===== config.mk =====
export PLATFORM = sky130hd
export DESIGN_NAME = alu_arbiter_flat
export DESIGN_NICKNAME = d
export VERILOG_FILES = /design/src/rtl/alu_arbiter_if.sv /design/src/rtl/alu_arbiter.sv /design/src/flat_wrapper.sv
export SDC_FILE = /design/constraint.sdc
export NUM_CORES = 1
export LEC_CHECK = 0
export BUFFER_PORTS_ARGS = -buffer_cell sky130_fd_sc_hd__clkbuf_2
export CAP_MARGIN = 20
export CORE_AREA = 2 2 252 254
export DETAILED_ROUTE_END_ITERATION = 10
export DIE_AREA = 0 0 254 256
export GPL_TIMING_DRIVEN = 0
export PLACE_DENSITY = 0.5
export SETUP_SLACK_MARGIN = 0.3
export SLEW_MARGIN = 10
export SYNTH_ARGS = -nofsm -noshare
export SYNTH_HDL_FRONTEND = slang
export SYNTH_SLANG_ARGS = --single-unit
export TNS_END_PERCENT = 50

===== constraint.sdc =====
create_clock -name clk -period 1.7 [get_ports clk]
set_clock_uncertainty 0.05 [all_clocks]
set_input_delay 0.34 -clock clk [delete_from_list [all_inputs] [get_ports clk]]
set_output_delay 0.34 -clock clk [all_outputs]
set_load 0.01 [all_outputs]

===== src/rtl/alu_arbiter_if.sv =====
// Bundle of requester, response and shared-ALU signals for alu_arbiter.
// master = environment (requesters, response sinks, ALU core); slave = arbiter.
interface alu_arbiter_if;
  logic        req0_valid, req1_valid;
  logic        req0_ready, req1_ready;
  logic [6:0]  req0_opcode, req1_opcode;
  logic [2:0]  req0_funct3, req1_funct3;
  logic        req0_funct7_5, req1_funct7_5;
  logic [63:0] req0_a, req0_b, req1_a, req1_b;

  logic        rsp0_valid, rsp1_valid;
  logic        rsp0_ready, rsp1_ready;
  logic [63:0] rsp0_result, rsp1_result;
  logic        rsp0_zero, rsp1_zero;

  logic [6:0]  alu_opcode;
  logic [2:0]  alu_funct3;
  logic        alu_funct7_5;
  logic [63:0] alu_a, alu_b;
  logic [63:0] alu_result;
  logic        alu_zero;

  logic        busy;
  logic        grant_id;
  logic [15:0] ops_done;

  modport master (
    output req0_valid, req1_valid, req0_opcode, req1_opcode,
           req0_funct3, req1_funct3, req0_funct7_5, req1_funct7_5,
           req0_a, req0_b, req1_a, req1_b,
           rsp0_ready, rsp1_ready, alu_result, alu_zero,
    input  req0_ready, req1_ready, rsp0_valid, rsp1_valid,
           rsp0_result, rsp1_result, rsp0_zero, rsp1_zero,
           alu_opcode, alu_funct3, alu_funct7_5, alu_a, alu_b,
           busy, grant_id, ops_done
  );

  modport slave (
    input  req0_valid, req1_valid, req0_opcode, req1_opcode,
           req0_funct3, req1_funct3, req0_funct7_5, req1_funct7_5,
           req0_a, req0_b, req1_a, req1_b,
           rsp0_ready, rsp1_ready, alu_result, alu_zero,
    output req0_ready, req1_ready, rsp0_valid, rsp1_valid,
           rsp0_result, rsp1_result, rsp0_zero, rsp1_zero,
           alu_opcode, alu_funct3, alu_funct7_5, alu_a, alu_b,
           busy, grant_id, ops_done
  );
endinterface


===== src/rtl/alu_arbiter.sv =====
// Two-requester round-robin arbiter sharing one combinational ALU core.
// One operation in flight: IDLE (accept) -> EXEC (ALU settles) -> RESP (hold until taken).
module alu_arbiter (
  input  logic         clk,
  input  logic         rst_n,
  alu_arbiter_if.slave bus
);

  typedef enum logic [1:0] {IDLE, EXEC, RESP} state_t;

  state_t      state;
  logic        rr_ptr;
  logic        grant_q;
  logic [15:0] ops_cnt;

  logic [6:0]  opcode_q;
  logic [2:0]  funct3_q;
  logic        funct7_5_q;
  logic [63:0] a_q, b_q;

  logic [63:0] rsp0_result_q, rsp1_result_q;
  logic        rsp0_zero_q, rsp1_zero_q;
  logic        rsp0_valid_q, rsp1_valid_q;

  logic        pick;
  logic        accept;
  logic        rsp_taken;

  // NOTE: every signal written in always_comb gets a default first so no path leaves it unassigned (no latch).
  always_comb begin
    pick = rr_ptr;
    if (bus.req0_valid && !bus.req1_valid) pick = 1'b0;
    else if (!bus.req0_valid && bus.req1_valid) pick = 1'b1;
  end

  // Ready is gated with rst_n so it reads zero while reset is held.
  assign accept         = rst_n && (state == IDLE) && (bus.req0_valid || bus.req1_valid);
  assign bus.req0_ready = accept && !pick;
  assign bus.req1_ready = accept && pick;
  assign rsp_taken      = grant_q ? bus.rsp1_ready : bus.rsp0_ready;

  // NOTE: sequential state uses non-blocking assignments so all registers update together at the edge.
  always_ff @(posedge clk or negedge rst_n) begin
    if (!rst_n) begin
      state         <= IDLE;
      rr_ptr        <= 1'b0;
      grant_q       <= 1'b0;
      ops_cnt       <= 16'h0000;
      // NOTE: datapath registers are reset too, so a reset leaves every output at a known zero.
      opcode_q      <= '0;
      funct3_q      <= '0;
      funct7_5_q    <= 1'b0;
      a_q           <= '0;
      b_q           <= '0;
      rsp0_result_q <= '0;
      rsp1_result_q <= '0;
      rsp0_zero_q   <= 1'b0;
      rsp1_zero_q   <= 1'b0;
      rsp0_valid_q  <= 1'b0;
      rsp1_valid_q  <= 1'b0;
    end else begin
      case (state)
        IDLE: begin
          if (accept) begin
            grant_q    <= pick;
            opcode_q   <= pick ? bus.req1_opcode   : bus.req0_opcode;
            funct3_q   <= pick ? bus.req1_funct3   : bus.req0_funct3;
            funct7_5_q <= pick ? bus.req1_funct7_5 : bus.req0_funct7_5;
            a_q        <= pick ? bus.req1_a        : bus.req0_a;
            b_q        <= pick ? bus.req1_b        : bus.req0_b;
            state      <= EXEC;
          end
        end
        EXEC: begin
          if (grant_q) begin
            rsp1_result_q <= bus.alu_result;
            rsp1_zero_q   <= bus.alu_zero;
            rsp1_valid_q  <= 1'b1;
          end else begin
            rsp0_result_q <= bus.alu_result;
            rsp0_zero_q   <= bus.alu_zero;
            rsp0_valid_q  <= 1'b1;
          end
          state <= RESP;
        end
        RESP: begin
          if (rsp_taken) begin
            rsp0_valid_q <= 1'b0;
            rsp1_valid_q <= 1'b0;
            rr_ptr       <= ~grant_q;
            ops_cnt      <= ops_cnt + 16'h0001;
            state        <= IDLE;
          end
        end
        default: state <= IDLE;
      endcase
    end
  end

  assign bus.alu_opcode   = opcode_q;
  assign bus.alu_funct3   = funct3_q;
  assign bus.alu_funct7_5 = funct7_5_q;
  assign bus.alu_a        = a_q;
  assign bus.alu_b        = b_q;

  assign bus.rsp0_valid   = rsp0_valid_q;
  assign bus.rsp1_valid   = rsp1_valid_q;
  assign bus.rsp0_result  = rsp0_result_q;
  assign bus.rsp1_result  = rsp1_result_q;
  assign bus.rsp0_zero    = rsp0_zero_q;
  assign bus.rsp1_zero    = rsp1_zero_q;

  assign bus.busy         = (state != IDLE);
  assign bus.grant_id     = grant_q;
  assign bus.ops_done     = ops_cnt;

endmodule


===== src/flat_wrapper.sv =====
// flat-port wrapper written by rule: the top's interface ports become plain ports
module alu_arbiter_flat 
  (clk, rst_n, bus_req0_valid, bus_req1_valid, bus_req0_opcode, bus_req1_opcode, bus_req0_funct3, bus_req1_funct3, bus_req0_funct7_5, bus_req1_funct7_5, bus_req0_a, bus_req0_b, bus_req1_a, bus_req1_b, bus_rsp0_ready, bus_rsp1_ready, bus_alu_result, bus_alu_zero, bus_req0_ready, bus_req1_ready, bus_rsp0_valid, bus_rsp1_valid, bus_rsp0_result, bus_rsp1_result, bus_rsp0_zero, bus_rsp1_zero, bus_alu_opcode, bus_alu_funct3, bus_alu_funct7_5, bus_alu_a, bus_alu_b, bus_busy, bus_grant_id, bus_ops_done);
  alu_arbiter_if bus_i ();
  input  logic clk;
  input  logic rst_n;
  input wire logic [$bits(bus_i.req0_valid)-1:0] bus_req0_valid;
  input wire logic [$bits(bus_i.req1_valid)-1:0] bus_req1_valid;
  input wire logic [$bits(bus_i.req0_opcode)-1:0] bus_req0_opcode;
  input wire logic [$bits(bus_i.req1_opcode)-1:0] bus_req1_opcode;
  input wire logic [$bits(bus_i.req0_funct3)-1:0] bus_req0_funct3;
  input wire logic [$bits(bus_i.req1_funct3)-1:0] bus_req1_funct3;
  input wire logic [$bits(bus_i.req0_funct7_5)-1:0] bus_req0_funct7_5;
  input wire logic [$bits(bus_i.req1_funct7_5)-1:0] bus_req1_funct7_5;
  input wire logic [$bits(bus_i.req0_a)-1:0] bus_req0_a;
  input wire logic [$bits(bus_i.req0_b)-1:0] bus_req0_b;
  input wire logic [$bits(bus_i.req1_a)-1:0] bus_req1_a;
  input wire logic [$bits(bus_i.req1_b)-1:0] bus_req1_b;
  input wire logic [$bits(bus_i.rsp0_ready)-1:0] bus_rsp0_ready;
  input wire logic [$bits(bus_i.rsp1_ready)-1:0] bus_rsp1_ready;
  input wire logic [$bits(bus_i.alu_result)-1:0] bus_alu_result;
  input wire logic [$bits(bus_i.alu_zero)-1:0] bus_alu_zero;
  output wire logic [$bits(bus_i.req0_ready)-1:0] bus_req0_ready;
  output wire logic [$bits(bus_i.req1_ready)-1:0] bus_req1_ready;
  output wire logic [$bits(bus_i.rsp0_valid)-1:0] bus_rsp0_valid;
  output wire logic [$bits(bus_i.rsp1_valid)-1:0] bus_rsp1_valid;
  output wire logic [$bits(bus_i.rsp0_result)-1:0] bus_rsp0_result;
  output wire logic [$bits(bus_i.rsp1_result)-1:0] bus_rsp1_result;
  output wire logic [$bits(bus_i.rsp0_zero)-1:0] bus_rsp0_zero;
  output wire logic [$bits(bus_i.rsp1_zero)-1:0] bus_rsp1_zero;
  output wire logic [$bits(bus_i.alu_opcode)-1:0] bus_alu_opcode;
  output wire logic [$bits(bus_i.alu_funct3)-1:0] bus_alu_funct3;
  output wire logic [$bits(bus_i.alu_funct7_5)-1:0] bus_alu_funct7_5;
  output wire logic [$bits(bus_i.alu_a)-1:0] bus_alu_a;
  output wire logic [$bits(bus_i.alu_b)-1:0] bus_alu_b;
  output wire logic [$bits(bus_i.busy)-1:0] bus_busy;
  output wire logic [$bits(bus_i.grant_id)-1:0] bus_grant_id;
  output wire logic [$bits(bus_i.ops_done)-1:0] bus_ops_done;
  assign bus_i.req0_valid = bus_req0_valid;
  assign bus_i.req1_valid = bus_req1_valid;
  assign bus_i.req0_opcode = bus_req0_opcode;
  assign bus_i.req1_opcode = bus_req1_opcode;
  assign bus_i.req0_funct3 = bus_req0_funct3;
  assign bus_i.req1_funct3 = bus_req1_funct3;
  assign bus_i.req0_funct7_5 = bus_req0_funct7_5;
  assign bus_i.req1_funct7_5 = bus_req1_funct7_5;
  assign bus_i.req0_a = bus_req0_a;
  assign bus_i.req0_b = bus_req0_b;
  assign bus_i.req1_a = bus_req1_a;
  assign bus_i.req1_b = bus_req1_b;
  assign bus_i.rsp0_ready = bus_rsp0_ready;
  assign bus_i.rsp1_ready = bus_rsp1_ready;
  assign bus_i.alu_result = bus_alu_result;
  assign bus_i.alu_zero = bus_alu_zero;
  assign bus_req0_ready = bus_i.req0_ready;
  assign bus_req1_ready = bus_i.req1_ready;
  assign bus_rsp0_valid = bus_i.rsp0_valid;
  assign bus_rsp1_valid = bus_i.rsp1_valid;
  assign bus_rsp0_result = bus_i.rsp0_result;
  assign bus_rsp1_result = bus_i.rsp1_result;
  assign bus_rsp0_zero = bus_i.rsp0_zero;
  assign bus_rsp1_zero = bus_i.rsp1_zero;
  assign bus_alu_opcode = bus_i.alu_opcode;
  assign bus_alu_funct3 = bus_i.alu_funct3;
  assign bus_alu_funct7_5 = bus_i.alu_funct7_5;
  assign bus_alu_a = bus_i.alu_a;
  assign bus_alu_b = bus_i.alu_b;
  assign bus_busy = bus_i.busy;
  assign bus_grant_id = bus_i.grant_id;
  assign bus_ops_done = bus_i.ops_done;
  alu_arbiter u_core (.clk(clk), .rst_n(rst_n), .bus(bus_i));
endmodule

=== Yosys cells after proc, flatten, opt, wreduce, memory -nomap -nowiden ===
Index checks and enable logic that the tools add are counted.

* Word-level logic and storage cells: 59
* Output and inout bits: 291
* Flip-flop bits (word level): 291

* Eq/ne operators: 6
* Reduce and logical (&&, ||, !) cells: 20
* Muxes and demuxes: 16
* Bitwise gates (word level): 1
* $add $sub $neg: 1

{| class="wikitable"
|+ Operators by type and width
! kind !! count
|-
| two-way mux 64 bit || 2
|-
| adder 16 x 1 -> 16 bit, second input constant || 1
|-
| AND reduction 2 bit || 5
|-
| two-way mux 1 bit || 7
|-
| two-way mux 7 bit || 1
|-
| logical AND 1 bit || 6
|-
| != test 2 x 1 -> 1 bit, second input constant || 3
|-
| one-hot mux 2 bit (3 select lines) || 1
|-
| AND reduction 3 bit || 2
|-
| two-way mux 2 bit || 2
|-
| one-hot mux 1 bit (2 select lines) || 2
|-
| nonzero test 2 bit || 2
|-
| zero test 1 bit || 3
|-
| two-way mux 3 bit || 1
|-
| equality test 2 x 1 -> 1 bit, second input constant || 1
|-
| equality test 2 bit, second input constant || 1
|-
| zero test 2 bit || 1
|-
| != test 2 bit, second input constant || 1
|-
| logical OR 1 bit || 1
|-
| inverter 1 bit || 1
|}

=== Depth between registers and ports, before layout ===
Gate-level depths: netlist of the first run.

* Word-level depth: 6
* Gate-level depth with buffers: 8
* Gate-level depth less buffers: 6

=== Worst setup path before layout of the first run ===
No wires, ideal clock.

* Kind: register -> register
* From: register u_core.state[0]
* To: register u_core.a_q[17], in the netlist u_core.bus.alu_a[17]
* Arrival time: 1.548 ns
* Required time: 1.523 ns
* Stages on the path, launching flop included: 8
* Slack: -0.025 ns
* Path buffers: 2
* Path through: dfrtp_1 inv_1 ha_1 o211ai_1 clkbuf_1 buf_2 a222oi_1 inv_1

* Word-level cells in the longest chain between the ends: 4

{| class="wikitable"
|+ RTL lines
! element !! line !! source
|-
| start, declared || alu_arbiter.sv:11 || <nowiki>state_t state;</nowiki>
|-
| start signal, assigned || alu_arbiter.sv:45 || <nowiki>state <= IDLE;</nowiki>
|-
| start signal, assigned || alu_arbiter.sv:71 || <nowiki>state <= EXEC;</nowiki>
|-
| start signal, assigned || alu_arbiter.sv:84 || <nowiki>state <= RESP;</nowiki>
|-
| zero test 2 bit (*) || alu_arbiter.sv:37, alu_arbiter.sv:62 ||
|-
| logical AND 1 bit (2 in series) || alu_arbiter.sv:37 || <nowiki>assign accept = rst_n && (state == IDLE) && (bus.req0_valid || bus.req1_valid);</nowiki>
|-
| AND reduction 2 bit (no source line) (*) || n/a ||
|-
| end signal, assigned || alu_arbiter.sv:69 || <nowiki>a_q <= pick ? bus.req1_a : bus.req0_a;</nowiki>
|-
| end, declared || alu_arbiter.sv:19 || <nowiki>logic [63:0] a_q, b_q;</nowiki>
|}

Every way passes the cells marked *; elsewhere a longest branch is shown, timed or not.
A chain may end at the register's enable or synchronous reset.

=== Worst setup path after layout of the first run ===
* From: register u_core.state[0]
* To: output port bus_req1_ready

* Word-level cells in the longest chain between the ends: 4

{| class="wikitable"
|+ RTL lines
! element !! line !! source
|-
| zero test 2 bit || alu_arbiter.sv:37 ||
|-
| logical AND 1 bit (2 in series) || alu_arbiter.sv:37 ||
|-
| logical AND 1 bit || alu_arbiter.sv:39 || <nowiki>assign bus.req1_ready = accept && pick;</nowiki>
|-
| end, declared || flat_wrapper.sv:24 || <nowiki>output wire logic [$bits(bus_i.req1_ready)-1:0] bus_req1_ready;</nowiki>
|}

Every way passes these cells.

==> impl_metrics.json, run 1 <==
{
  "critical_path.reg2reg.startpoint": "u_core.state[0]",
  "synthesis.yosys.warnings": 0,
  "place_congestion": 0.848,
  "crit_path_cell_trace": "inv_2 > ha_4 > nand3_4 > a21oi_4 > buf_12 > clkbuf_16 > buf_6",
  "criticalPathCategory": "reg2out",
  "globalRouteTotalUtil_pct": 16.3,
  "power.density_nw_per_um2": 1640,
  "required_ps": 1310,
  "period_minus_slack_ps": 2190,
  "pin_count_of_the_biggest_net_entering_global_routing": 101,
  "grt_antenna_before_repair": 21,
  "final_min_period_over_clock_period_pct": 129,
  "synth_top_family_by_area": "multiplexers",
  "die_width_um": 254,
  "tritoncts.num_buffers": 34,
  "synth.mux.area_fraction_pct": 13.2,
  "final-max-slew-violation-count": 0,
  "floorplan.die_area_um2": 65000,
  "synth_fa_ha_area_share_pct": 0.656,
  "critical_path.n_buffers_inverters": 4,
  "cts_hold_repair.buffers": 321,
  "ff2ff_path_depth": 12,
  "layout.area.seq_um2": 7280,
  "path_depth": 7,
  "cell_count_final_fillers_out": 2791,
  "flip_flop_and_latch_count_after_synthesis": 291,
  "die_y_um": 256,
  "setup_total_negative_slack_ps": -45310,
  "final_antenna_net_count": 0,
  "drt_pass1_iterations": 9,
  "multi_input_comb_area_um2": 3560,
  "postSynthCellCount": 831,
  "layout.filler_cells": 6161,
  "synth-compound-area-share_pct": 12.7,
  "max-slew-margin-rel_pct": 61.7,
  "numPlacedInstances": 2319,
  "core.rowCount": 92,
  "cts_htree_levels": 2,
  "global_route.overflow_total": 0,
  "rsz0062_at_grt": "true",
  "setup.worst_path.end_class": "output pin",
  "max_cap_viol_count": 0,
  "design.portCount": 640,
  "clkTransAtPathRegs_ps": 60,
  "worstSkewPairLatency_ps": 530,
  "hold_path.class": "in2async",
  "worst_hold_slack_across_all_endpoints_ps": -304,
  "cts_tree": "yes",
  "timing.critical_path.fanout_max": 4,
  "postSynthAreaPerCell_um2": 13.8,
  "timing.critical_path.slowest_cell_delay_ps": 390,
  "fp.coreArea_um2": 62400,
  "finalWirelength_um": 58300,
  "syn2layout_area_growth_pct": 94.8,
  "finish.net_count": 2264,
  "max_freq_mhz": 456,
  "route.detailed.wl_per_inst_um": 20.9,
  "delay_heaviest_family_cp": "buffers and inverters",
  "violations": "hold timing, setup timing",
  "mappedNetlistArea_um2": 11500,
  "via_count": 12000,
  "clock_root_cell": "sky130_fd_sc_hd__clkbuf_16",
  "max-vdd-ir-drop_mv": 1.14,
  "cts.sink_count": 291,
  "ys_seq_area_share_pct": 63.6,
  "start_util_pct": 18.4,
  "startpoint_class_of_the_critical_path": "flip-flop",
  "outcome": "finished with violations",
  "r2r-end": "u_core.bus.alu_a[29]",
  "leakage_nw": 11.3,
  "reg2reg_slack_ps": -360,
  "drc_errors": 0,
  "drive_gt1_share_pct": 51.3,
  "slowest_stage": "sky130_fd_sc_hd__dfrtp_1",
  "place.detailed.hpwl_um": 40800,
  "synth_xor_xnor_area_share_pct": 1.15,
  "critPathArrivalTime_ps": 1800,
  "finalSetupViolCount": 245,
  "post_synth_num_cell_types": 25,
  "grt_first_pass_wirelength_um": 78600,
  "finalHoldViolCount": 37,
  "cts_max_path_buffers": 3,
  "tightest_slew_ps": 575,
  "first_iter_violations": 1353,
  "via_per_inst": 4.30,
  "timing.final.ws_setup_ps": -491,
  "numPortBuffers": 639,
  "synthesis.nets": 1186,
  "post_synth_and_or_nand_nor_area_fraction_pct": 1.58,
  "final_core_utilization_pct": 35.8,
  "first_global_vias": 12500
}
## cells in the final DEF, fill, tap and decap left out, drive strengths merged, types with 2 or more instances in the layout
master	count
nor2	2
inv	146
dlygate4sd3	321
o21ai	5
nor4	2
diode	11
nand3	8
a21oi	4
dfrtp	291
bufinv	3
nand2	7
xnor2	10
buf	113
mux2	133
ha	6
xor2	5
nand4	7
clkinvlp	3
clkinv	5
clkbuf	714
a222oi	139
nor3	2
## layout make-up
cell class / instances / area share, %
Sequential cell: 291 / 32.7
Timing Repair Buffer: 1042 / 35.1
Clock buffer: 48 / 4.23
Antenna cell: 11 / 0.123
Clock inverter: 13 / 0.746
Inverter: 144 / 2.42
Tap cell: 846 / 4.74
Multi-Input combinational cell: 337 / 16.0
Buffer: 59 / 4.00
## Yosys cell counts
master                     count  area [um2]
sky130_fd_sc_hd__dfrtp_1     291        7280
sky130_fd_sc_hd__inv_1       144         541
sky130_fd_sc_hd__a222oi_1    139        1390
sky130_fd_sc_hd__mux2_2      133        1500
sky130_fd_sc_hd__buf_2        42         210
sky130_fd_sc_hd__clkbuf_1     17        63.8
sky130_fd_sc_hd__xnor2_1      10        87.6
sky130_fd_sc_hd__nand3_1       8        40.0
sky130_fd_sc_hd__nand2_1       7        26.3
sky130_fd_sc_hd__nand4_1       7        43.8
sky130_fd_sc_hd__ha_1          6        75.1
sky130_fd_sc_hd__o21ai_0       5        25.0
sky130_fd_sc_hd__xor2_1        5        43.8
sky130_fd_sc_hd__a21oi_1       3        15.0
sky130_fd_sc_hd__nor2_1        2        7.51
sky130_fd_sc_hd__nor3_1        2        10.0
sky130_fd_sc_hd__nor4_2        2        25.0
sky130_fd_sc_hd__a21o_2        1        8.76
sky130_fd_sc_hd__a21oi_2       1        8.76
sky130_fd_sc_hd__and2_2        1        7.51
sky130_fd_sc_hd__and2b_2       1        8.76
sky130_fd_sc_hd__mux2i_2       1        13.8
sky130_fd_sc_hd__nand2b_1      1        6.26
sky130_fd_sc_hd__nor2b_1       1        6.26
sky130_fd_sc_hd__o211ai_1      1        7.51
## through the flow
step	hold WS, ps	setup WS, ps	instance area [um2]	power, mW
after global routing	-310	-561	22300	38.5
final	-304	-491	22300	36.5
after floorplan	-5.59	67.7	11600	18.9
after CTS	-336	-533	21200	34.8
after detailed placement	251	-1410	15900	25.2
after global placement	414	-7820	15800	24.9
## logic make-up (layout without fill, tap and decap cells)
group                    after synthesis  after routing
multiplexers                         134            134
flip-flops                           291            291
buffers and inverters                203           1306
AND/OR/NAND/NOR                       32             32
adder cells (fa/ha/maj)                6              6
other                                  0             11
XOR/XNOR                              15             15
AO/OA/AOI/OAI                        150            150
## report_power, final
part           total, mW  internal (mW)  switching, mW
Sequential          12.4           10.2           2.14
Clock               7.41           4.36           3.05
Combinational       16.8           8.96           7.82
Total               36.5           23.5           13.0
## per-layer routing
| metal | up-vias | wire [um] | share of wire [%] | track usage (%) |
|---|---|---|---|---|
| li1 | 5288 | - | - | - |
| met2 | 682 | 29600 | 51 | 29.1 |
| met5 | - | 51 | 0.087 | 0 |
| met3 | 108 | 5300 | 9.1 | 5.14 |
| met1 | 5913 | 21400 | 37 | 17.7 |
| met4 | 8 | 2010 | 3.4 | 6.44 |
## worst max path at each step
stage                               start              endpoint  slack (ps)
final                     u_core.state[0]        bus_req1_ready        -490
after global routing      u_core.state[0]        bus_req1_ready        -560
after CTS                 u_core.state[1]        bus_req1_ready        -530
after detailed placement            rst_n  u_core.bus.alu_b[20]       -1410
after global placement              rst_n  u_core.bus.alu_b[34]       -7820
after floorplan           u_core.state[0]  u_core.bus.alu_a[17]          70
## worst reg2reg max path, stage by stage (launching register included)
cell and delay (ps):
sky130_fd_sc_hd__dfrtp_1 360, sky130_fd_sc_hd__inv_2 60, sky130_fd_sc_hd__ha_4 190, sky130_fd_sc_hd__nand3_4 70, sky130_fd_sc_hd__a21oi_4 40, sky130_fd_sc_hd__buf_12 130, sky130_fd_sc_hd__buf_4 130, sky130_fd_sc_hd__buf_12 130
sky130_fd_sc_hd__buf_12 120, sky130_fd_sc_hd__clkbuf_16 170, sky130_fd_sc_hd__buf_6 150, sky130_fd_sc_hd__a222oi_1 260, sky130_fd_sc_hd__inv_1 70
## sequential cells by signal, summed over array words and instances (netlist names)
register / flops
u_core.bus.alu_a: 64
u_core.bus.alu_b: 64
u_core.bus.rsp0_result: 64
u_core.bus.rsp1_result: 64
u_core.bus.ops_done: 16
u_core.bus.alu_opcode: 7
u_core.bus.alu_funct3: 3
u_core.state: 2
u_core.bus.alu_funct7_5: 1
u_core.bus.grant_id: 1
u_core.bus.rsp0_valid: 1
u_core.bus.rsp0_zero: 1
u_core.bus.rsp1_valid: 1
u_core.bus.rsp1_zero: 1
u_core.rr_ptr: 1
## repair_timing
item / 4_1_cts / 5_1_grt
buffers inserted: 23 / 24
endpoints found under the hold margin: 293 / 37
cloned: 11 / 21
resized for setup: 142 / 117
pin swaps: 48 / 35
setup endpoints to repair: 581 / 581
No activity file was read; power rests on OpenSTA's default activity.
==> inputs of run 2 (changes only) <==
--- a/config.mk
+++ b/config.mk
@@ -7,11 +7,13 @@
 export LEC_CHECK = 0
 export BUFFER_PORTS_ARGS = -buffer_cell sky130_fd_sc_hd__clkbuf_2
 export CAP_MARGIN = 20
-export CORE_AREA = 2 2 252 254
+export CELL_PAD_IN_SITES_DETAIL_PLACEMENT = 0
+export CELL_PAD_IN_SITES_GLOBAL_PLACEMENT = 2
+export CORE_AREA = 2 2 249 251
 export DETAILED_ROUTE_END_ITERATION = 10
-export DIE_AREA = 0 0 254 256
+export DIE_AREA = 0 0 251 253
 export GPL_TIMING_DRIVEN = 0
-export PLACE_DENSITY = 0.5
+export PLACE_DENSITY = 0.71
 export SETUP_SLACK_MARGIN = 0.3
 export SLEW_MARGIN = 10
 export SYNTH_ARGS = -nofsm -noshare
==> run 2 against run 1 <==
Net effect:
- the flow still finishes with violations (hold timing, setup timing)
- utilization rose by 1.3 points
- sequential share of layout area fell by 0.41 points
- routed wire length fell by 3.1%
- via count fell by 0.96%
- die area fell by 2.3%
- final cell count fell by 2.0%
- register-to-register slack got worse by 30 ps
- clock-buffer cell count fell by 1
- worst setup slack improved by 55 ps
- global-route usage rose by 0.27 points
- sequential cell count did not move
- critical endpoint unchanged
- largest cell class unchanged
- highest routed layer unchanged
==> impl_metrics.json, run 2 (synthesized netlist as in run 1, its figures left out) <==
{
  "grt_first_pass_wirelength_um": 79000,
  "place_congestion": 0.850,
  "global_route.overflow_total": 0,
  "tritoncts.num_buffers": 35,
  "criticalPathCategory": "reg2out",
  "layout.area.seq_um2": 7290,
  "via_per_inst": 4.34,
  "final_antenna_net_count": 0,
  "max_freq_mhz": 468,
  "p_total_mw": 38.3,
  "grt_antenna_before_repair": 10,
  "worst_slack_at_placement_ps": -1560,
  "die_y_um": 253,
  "max-slew-margin-rel_pct": 46.8,
  "clkTransAtPathRegs_ps": 60,
  "hold_path.class": "in2async",
  "cts_tree": "yes",
  "place.detailed.hpwl_um": 39800,
  "finalSetupViolCount": 273,
  "first_global_vias": 12700,
  "most-common-layout-cells": "641 x sky130_fd_sc_hd__clkbuf_2, 317 x sky130_fd_sc_hd__dlygate4sd3_1, 288 x sky130_fd_sc_hd__dfrtp_1",
  "period_minus_slack_ps": 2140,
  "die_width_um": 251,
  "worst_hold_slack_across_all_endpoints_ps": -360,
  "r2r-end": "u_core.bus.alu_a[52]",
  "max_cap_viol_count": 0,
  "violations": "hold timing, setup timing",
  "max-vdd-ir-drop_mv": 1.17,
  "cts_htree_levels": 2,
  "final_core_utilization_pct": 37.0,
  "clock_root_cell": "sky130_fd_sc_hd__clkbuf_16",
  "final-max-slew-violation-count": 0,
  "reg2reg_slack_ps": -390,
  "via_count": 11900,
  "ff2ff_path_depth": 10,
  "critPathArrivalTime_ps": 1750,
  "fp.coreArea_um2": 61000,
  "startpoint_class_of_the_critical_path": "flip-flop",
  "power.density_nw_per_um2": 1700,
  "pin_count_of_the_biggest_net_entering_global_routing": 100,
  "finalWirelength_um": 56500,
  "rsz0062_at_grt": "true",
  "tightest_slew_ps": 796,
  "leakage_nw": 11.8,
  "finalHoldViolCount": 56,
  "design.portCount": 640,
  "timing.final.ws_setup_ps": -436,
  "start_util_pct": 18.8,
  "cts_max_path_buffers": 3,
  "critical_path.reg2reg.startpoint": "u_core.state[0]",
  "layout.filler_cells": 5994,
  "route.detailed.wl_per_inst_um": 20.7,
  "drive_gt1_share_pct": 52.2,
  "multi_input_comb_area_um2": 3890,
  "syn2layout_area_growth_pct": 97.3,
  "core.rowCount": 91,
  "finish.net_count": 2271,
  "drt_pass1_iterations": 9,
  "outcome": "finished with violations",
  "mostFrequentLayoutCell": "sky130_fd_sc_hd__clkbuf_2",
  "floorplan.die_area_um2": 63500,
  "setup_total_negative_slack_ps": -72370,
  "required_ps": 1310,
  "worstSkewPairLatency_ps": 540,
  "globalRouteTotalUtil_pct": 16.5,
  "drc_errors": 0,
  "first_iter_violations": 1066,
  "final_min_period_over_clock_period_pct": 126,
  "setup.worst_path.end_class": "output pin",
  "numPortBuffers": 639,
  "timing.critical_path.fanout_max": 4,
  "cts.sink_count": 291
}
run 2: worst max-delay path by stage:
stage,cells after the start,start,endpoint,slack [ps]
floorplan,7,u_core.state[0],u_core.bus.alu_a[17],70
global placement,6,rst_n,u_core.bus.alu_a[29],-8280
detailed placement,8,rst_n,u_core.bus.alu_b[50],-1560
CTS,6,u_core.state[1],bus_req1_ready,-480
global route,10,u_core.state[0],u_core.bus.alu_b[12],-540
finish,6,u_core.state[0],bus_req1_ready,-440
run 2: report_power, final:
| group | total (mW) | switching, mW | internal [mW] | leakage (nW) |
|---|---|---|---|---|
| sequential | 12.4 | 2.14 | 10.2 | 3.54 |
| combinational | 18.1 | 8.09 | 10.0 | 7.63 |
| clock | 7.86 | 3.09 | 4.78 | 0.596 |
run 2: worst max-delay path, stage by stage (launching register included):
cell and delay [ps]:
sky130_fd_sc_hd__dfrtp_1 390, sky130_fd_sc_hd__inv_2 100, sky130_fd_sc_hd__ha_4 170, sky130_fd_sc_hd__nand3_2 90
sky130_fd_sc_hd__a21oi_4 170, sky130_fd_sc_hd__clkbuf_16 160, sky130_fd_sc_hd__clkbuf_2 120
run 2: area by class of cell:
class                           instances  share of cell area, %
Timing Repair Buffer                 1048                   34.8
Tap cell                              790                   4.37
Multi-Input combinational cell        337                   17.2
Clock inverter                         17                  0.925
Sequential cell                       291                   32.2
Clock buffer                           47                   4.43
Inverter                              144                   2.39
Antenna cell                            3                 0.0332
Buffer                                 59                   3.59
run 2: metal layers:
layer	vias to the layer above	track usage [%]	wire length, um
met5	-	0	11
met3	116	4.40	4220
li1	5290	-	-
met2	629	30.2	29100
met1	5847	17.8	20700
met4	2	7.38	2460
run 2: what timing repair did:
item / 4_1_cts / 5_1_grt
setup buffers: 36 / 22
endpoints found under the hold margin: 294 / 29
cloned: 20 / 11
pin swaps: 22 / 38
hold buffers: 316 / 1
endpoints found under the setup margin: 581 / 596
gates resized for setup: 187 / 113
run 2: per-stage QoR:
| step | area [um2] | instances |
|---|---|---|
| 6_report | 22600 | 2736 |
| 5_1_grt | 22600 | 2736 |
| 4_1_cts | 21700 | 2699 |
| 3_5_place_dp | 15800 | 2263 |
| 3_3_place_gp | 15700 | 2260 |
| 2_1_floorplan | 11600 | 831 |
==> inputs of run 3 (changes only) <==
--- a/config.mk
+++ b/config.mk
@@ -13,7 +13,8 @@
 export DETAILED_ROUTE_END_ITERATION = 10
 export DIE_AREA = 0 0 251 253
 export GPL_TIMING_DRIVEN = 0
-export PLACE_DENSITY = 0.71
+export MAX_ROUTING_LAYER = met4
+export PLACE_DENSITY = 0.66
 export SETUP_SLACK_MARGIN = 0.3
 export SLEW_MARGIN = 10
 export SYNTH_ARGS = -nofsm -noshare
==> run 3 against run 2 <==
Net effect:
- maximum frequency is 1.5% higher
- non-clock buffer count is 15 higher
- die area stayed put
- the flow still finishes with violations (hold timing, setup timing)
- largest power group unchanged
- routed wire length is 1.6% higher
- sequential cell count stayed put
==> impl_metrics.json, run 3 (synthesized netlist as in run 1, its figures left out) <==
{
  "most-common-layout-cells": "633 x sky130_fd_sc_hd__clkbuf_2, 320 x sky130_fd_sc_hd__dlygate4sd3_1, 282 x sky130_fd_sc_hd__dfrtp_1",
  "critPathArrivalTime_ps": 1710,
  "drive_gt1_share_pct": 52.3,
  "timing.critical_path.fanout_max": 4,
  "timing.critical_path.slowest_cell_delay_ps": 400,
  "max_freq_mhz": 475,
  "layout.area.seq_um2": 7290,
  "criticalPathCategory": "reg2out",
  "worstSkewPairLatency_ps": 530,
  "die_width_um": 251,
  "startpoint_class_of_the_critical_path": "flip-flop",
  "via_per_inst": 4.30,
  "finish.net_count": 2286,
  "globalRouteTotalUtil_pct": 17.6,
  "place_congestion": 0.877,
  "fp.coreArea_um2": 61000,
  "setup_total_negative_slack_ps": -52490,
  "max-slew-margin-rel_pct": 64.9,
  "clock_root_cell": "sky130_fd_sc_hd__clkbuf_16",
  "power.density_nw_per_um2": 1670,
  "max_cap_viol_count": 0,
  "cts_max_path_buffers": 3,
  "die_y_um": 253,
  "final-max-slew-violation-count": 0,
  "syn2layout_area_growth_pct": 101,
  "global_route.overflow_total": 0,
  "floorplan.die_area_um2": 63500,
  "cts_hold_repair.buffers": 320,
  "pin_count_of_the_biggest_net_entering_global_routing": 95,
  "final_antenna_net_count": 0,
  "clkTransAtPathRegs_ps": 60,
  "numPlacedInstances": 2263,
  "mostFrequentLayoutCell": "sky130_fd_sc_hd__clkbuf_2",
  "final_min_period_over_clock_period_pct": 124,
  "cts.sink_count": 291,
  "core.rowCount": 91,
  "setup.worst_path.end_class": "output pin",
  "place.detailed.hpwl_um": 39800,
  "numPortBuffers": 639,
  "crit_path_cell_trace": "inv_2 > ha_4 > nand3_4 > a21oi_4 > clkbuf_16 > buf_6",
  "slowest_stage": "sky130_fd_sc_hd__dfrtp_1",
  "cell_count_final_fillers_out": 2751,
  "critical_path.n_buffers_inverters": 3,
  "route.detailed.wl_per_inst_um": 20.9,
  "required_ps": 1310,
  "finalHoldViolCount": 41,
  "cts_tree": "yes",
  "drc_errors": 0,
  "first_iter_violations": 1182,
  "layout.filler_cells": 5965,
  "max-vdd-ir-drop_mv": 0.998,
  "via_count": 11800,
  "rsz0062_at_grt": "true",
  "period_minus_slack_ps": 2100,
  "grt_antenna_before_repair": 15,
  "leakage_nw": 12.0,
  "cts_htree_levels": 2,
  "first_global_vias": 12800,
  "drt_pass1_iterations": 9,
  "timing.final.ws_setup_ps": -404,
  "multi_input_comb_area_um2": 4080,
  "delay_heaviest_family_cp": "flip-flops",
  "outcome": "finished with violations",
  "tightest_slew_ps": 526,
  "tritoncts.num_buffers": 35,
  "worst_hold_slack_across_all_endpoints_ps": -303,
  "finalWirelength_um": 57400,
  "design.portCount": 640,
  "p_total_mw": 38.4,
  "grt_first_pass_wirelength_um": 80900,
  "start_util_pct": 18.8,
  "violations": "hold timing, setup timing",
  "hold_path.class": "in2async",
  "finalSetupViolCount": 282
}
==> run 3: cell count changes in the layout (fill, tap and decap cells not counted), moves of 5 or more <==
cell                        delta
sky130_fd_sc_hd__mux2_2       -44
sky130_fd_sc_hd__mux2_4       +44
sky130_fd_sc_hd__buf_6        +25
sky130_fd_sc_hd__buf_16        +8
sky130_fd_sc_hd__buf_2         -8
sky130_fd_sc_hd__clkbuf_1      +8
sky130_fd_sc_hd__clkbuf_2      -8
sky130_fd_sc_hd__clkbuf_16     -7
sky130_fd_sc_hd__dfrtp_1       -6
sky130_fd_sc_hd__dfrtp_2       +6
sky130_fd_sc_hd__clkinv_2      -5
==> run 3: power breakdown <==
part | leakage [nW] | switching (mW) | internal [mW] | total (mW)
Combinational | 7.96 | 8.25 | 10.7 | 18.9
Clock | 0.516 | 3.01 | 4.08 | 7.09
Sequential | 3.53 | 2.17 | 10.2 | 12.4
==> run 3: repair_timing <==
action | CTS | global route
hold endpoints to repair | 295 | 41
setup buffers | 45 | 25
setup endpoints to repair | 581 | 581
pin swaps | 92 | 40
resized for setup | 292 | 126
cloned | 29 | 2
==> run 3: cell type report <==
type / instances / share of cell area, %
Multi-Input combinational cell: 337 / 17.7
Tap cell: 790 / 4.29
Sequential cell: 291 / 31.7
Timing Repair Buffer: 1063 / 35.2
Clock inverter: 6 / 0.239
Inverter: 144 / 2.35
Buffer: 59 / 4.07
Clock buffer: 54 / 4.37
Antenna cell: 7 / 0.0761
==> run 3: path summary, 6_finish.rpt <==
path                                         start                          to  slack [ps]  cells after the start
max                                u_core.state[0]              bus_req0_ready        -400                      6
min                                          rst_n  u_core.bus.rsp1_result[14]        -300                      1
max reg2reg                        u_core.state[0]        u_core.bus.alu_a[38]        -360                      9
min reg2reg                u_core.bus.ops_done[15]     u_core.bus.ops_done[15]         420                      1
max in group asynchronous                    rst_n        u_core.bus.alu_b[13]         630                      3
min in group clk                bus_req1_funct3[2]    u_core.bus.alu_funct3[2]          40                      3
==> run 3: worst register-to-register path: cells and delay by family (launching register included) <==
| family | cells | cell delay (ps) |
|---|---|---|
| AO/OA/AOI/OAI | 2 | 470 |
| flip-flops | 1 | 400 |
| adder cells (fa/ha/maj) | 1 | 190 |
| buffers and inverters | 6 | 820 |
==> run 3: routing by layer <==
layer / track usage [%] / wire [um] / vias up
li1: - / - / 5313
met1: 18.2 / 21100 / 5807
met2: 32.1 / 30400 / 591
met3: 4.25 / 3900 / 116
met4: 6.73 / 2060 / 0
met5: - / 0 / -
==> run 3: through the flow <==
stage | setup WS (ps) | hold slack (ps) | instance area, um2 | utilization [%]
finish | -404 | -303 | 23000 | 37.7
global route | -485 | -312 | 23000 | 37.7
CTS | -437 | -327 | 22300 | 36.5
detailed placement | -1390 | 262 | 15800 | 25.9
global placement | -7970 | 413 | 15700 | 25.8
floorplan | 67.7 | -5.59 | 11600 | -
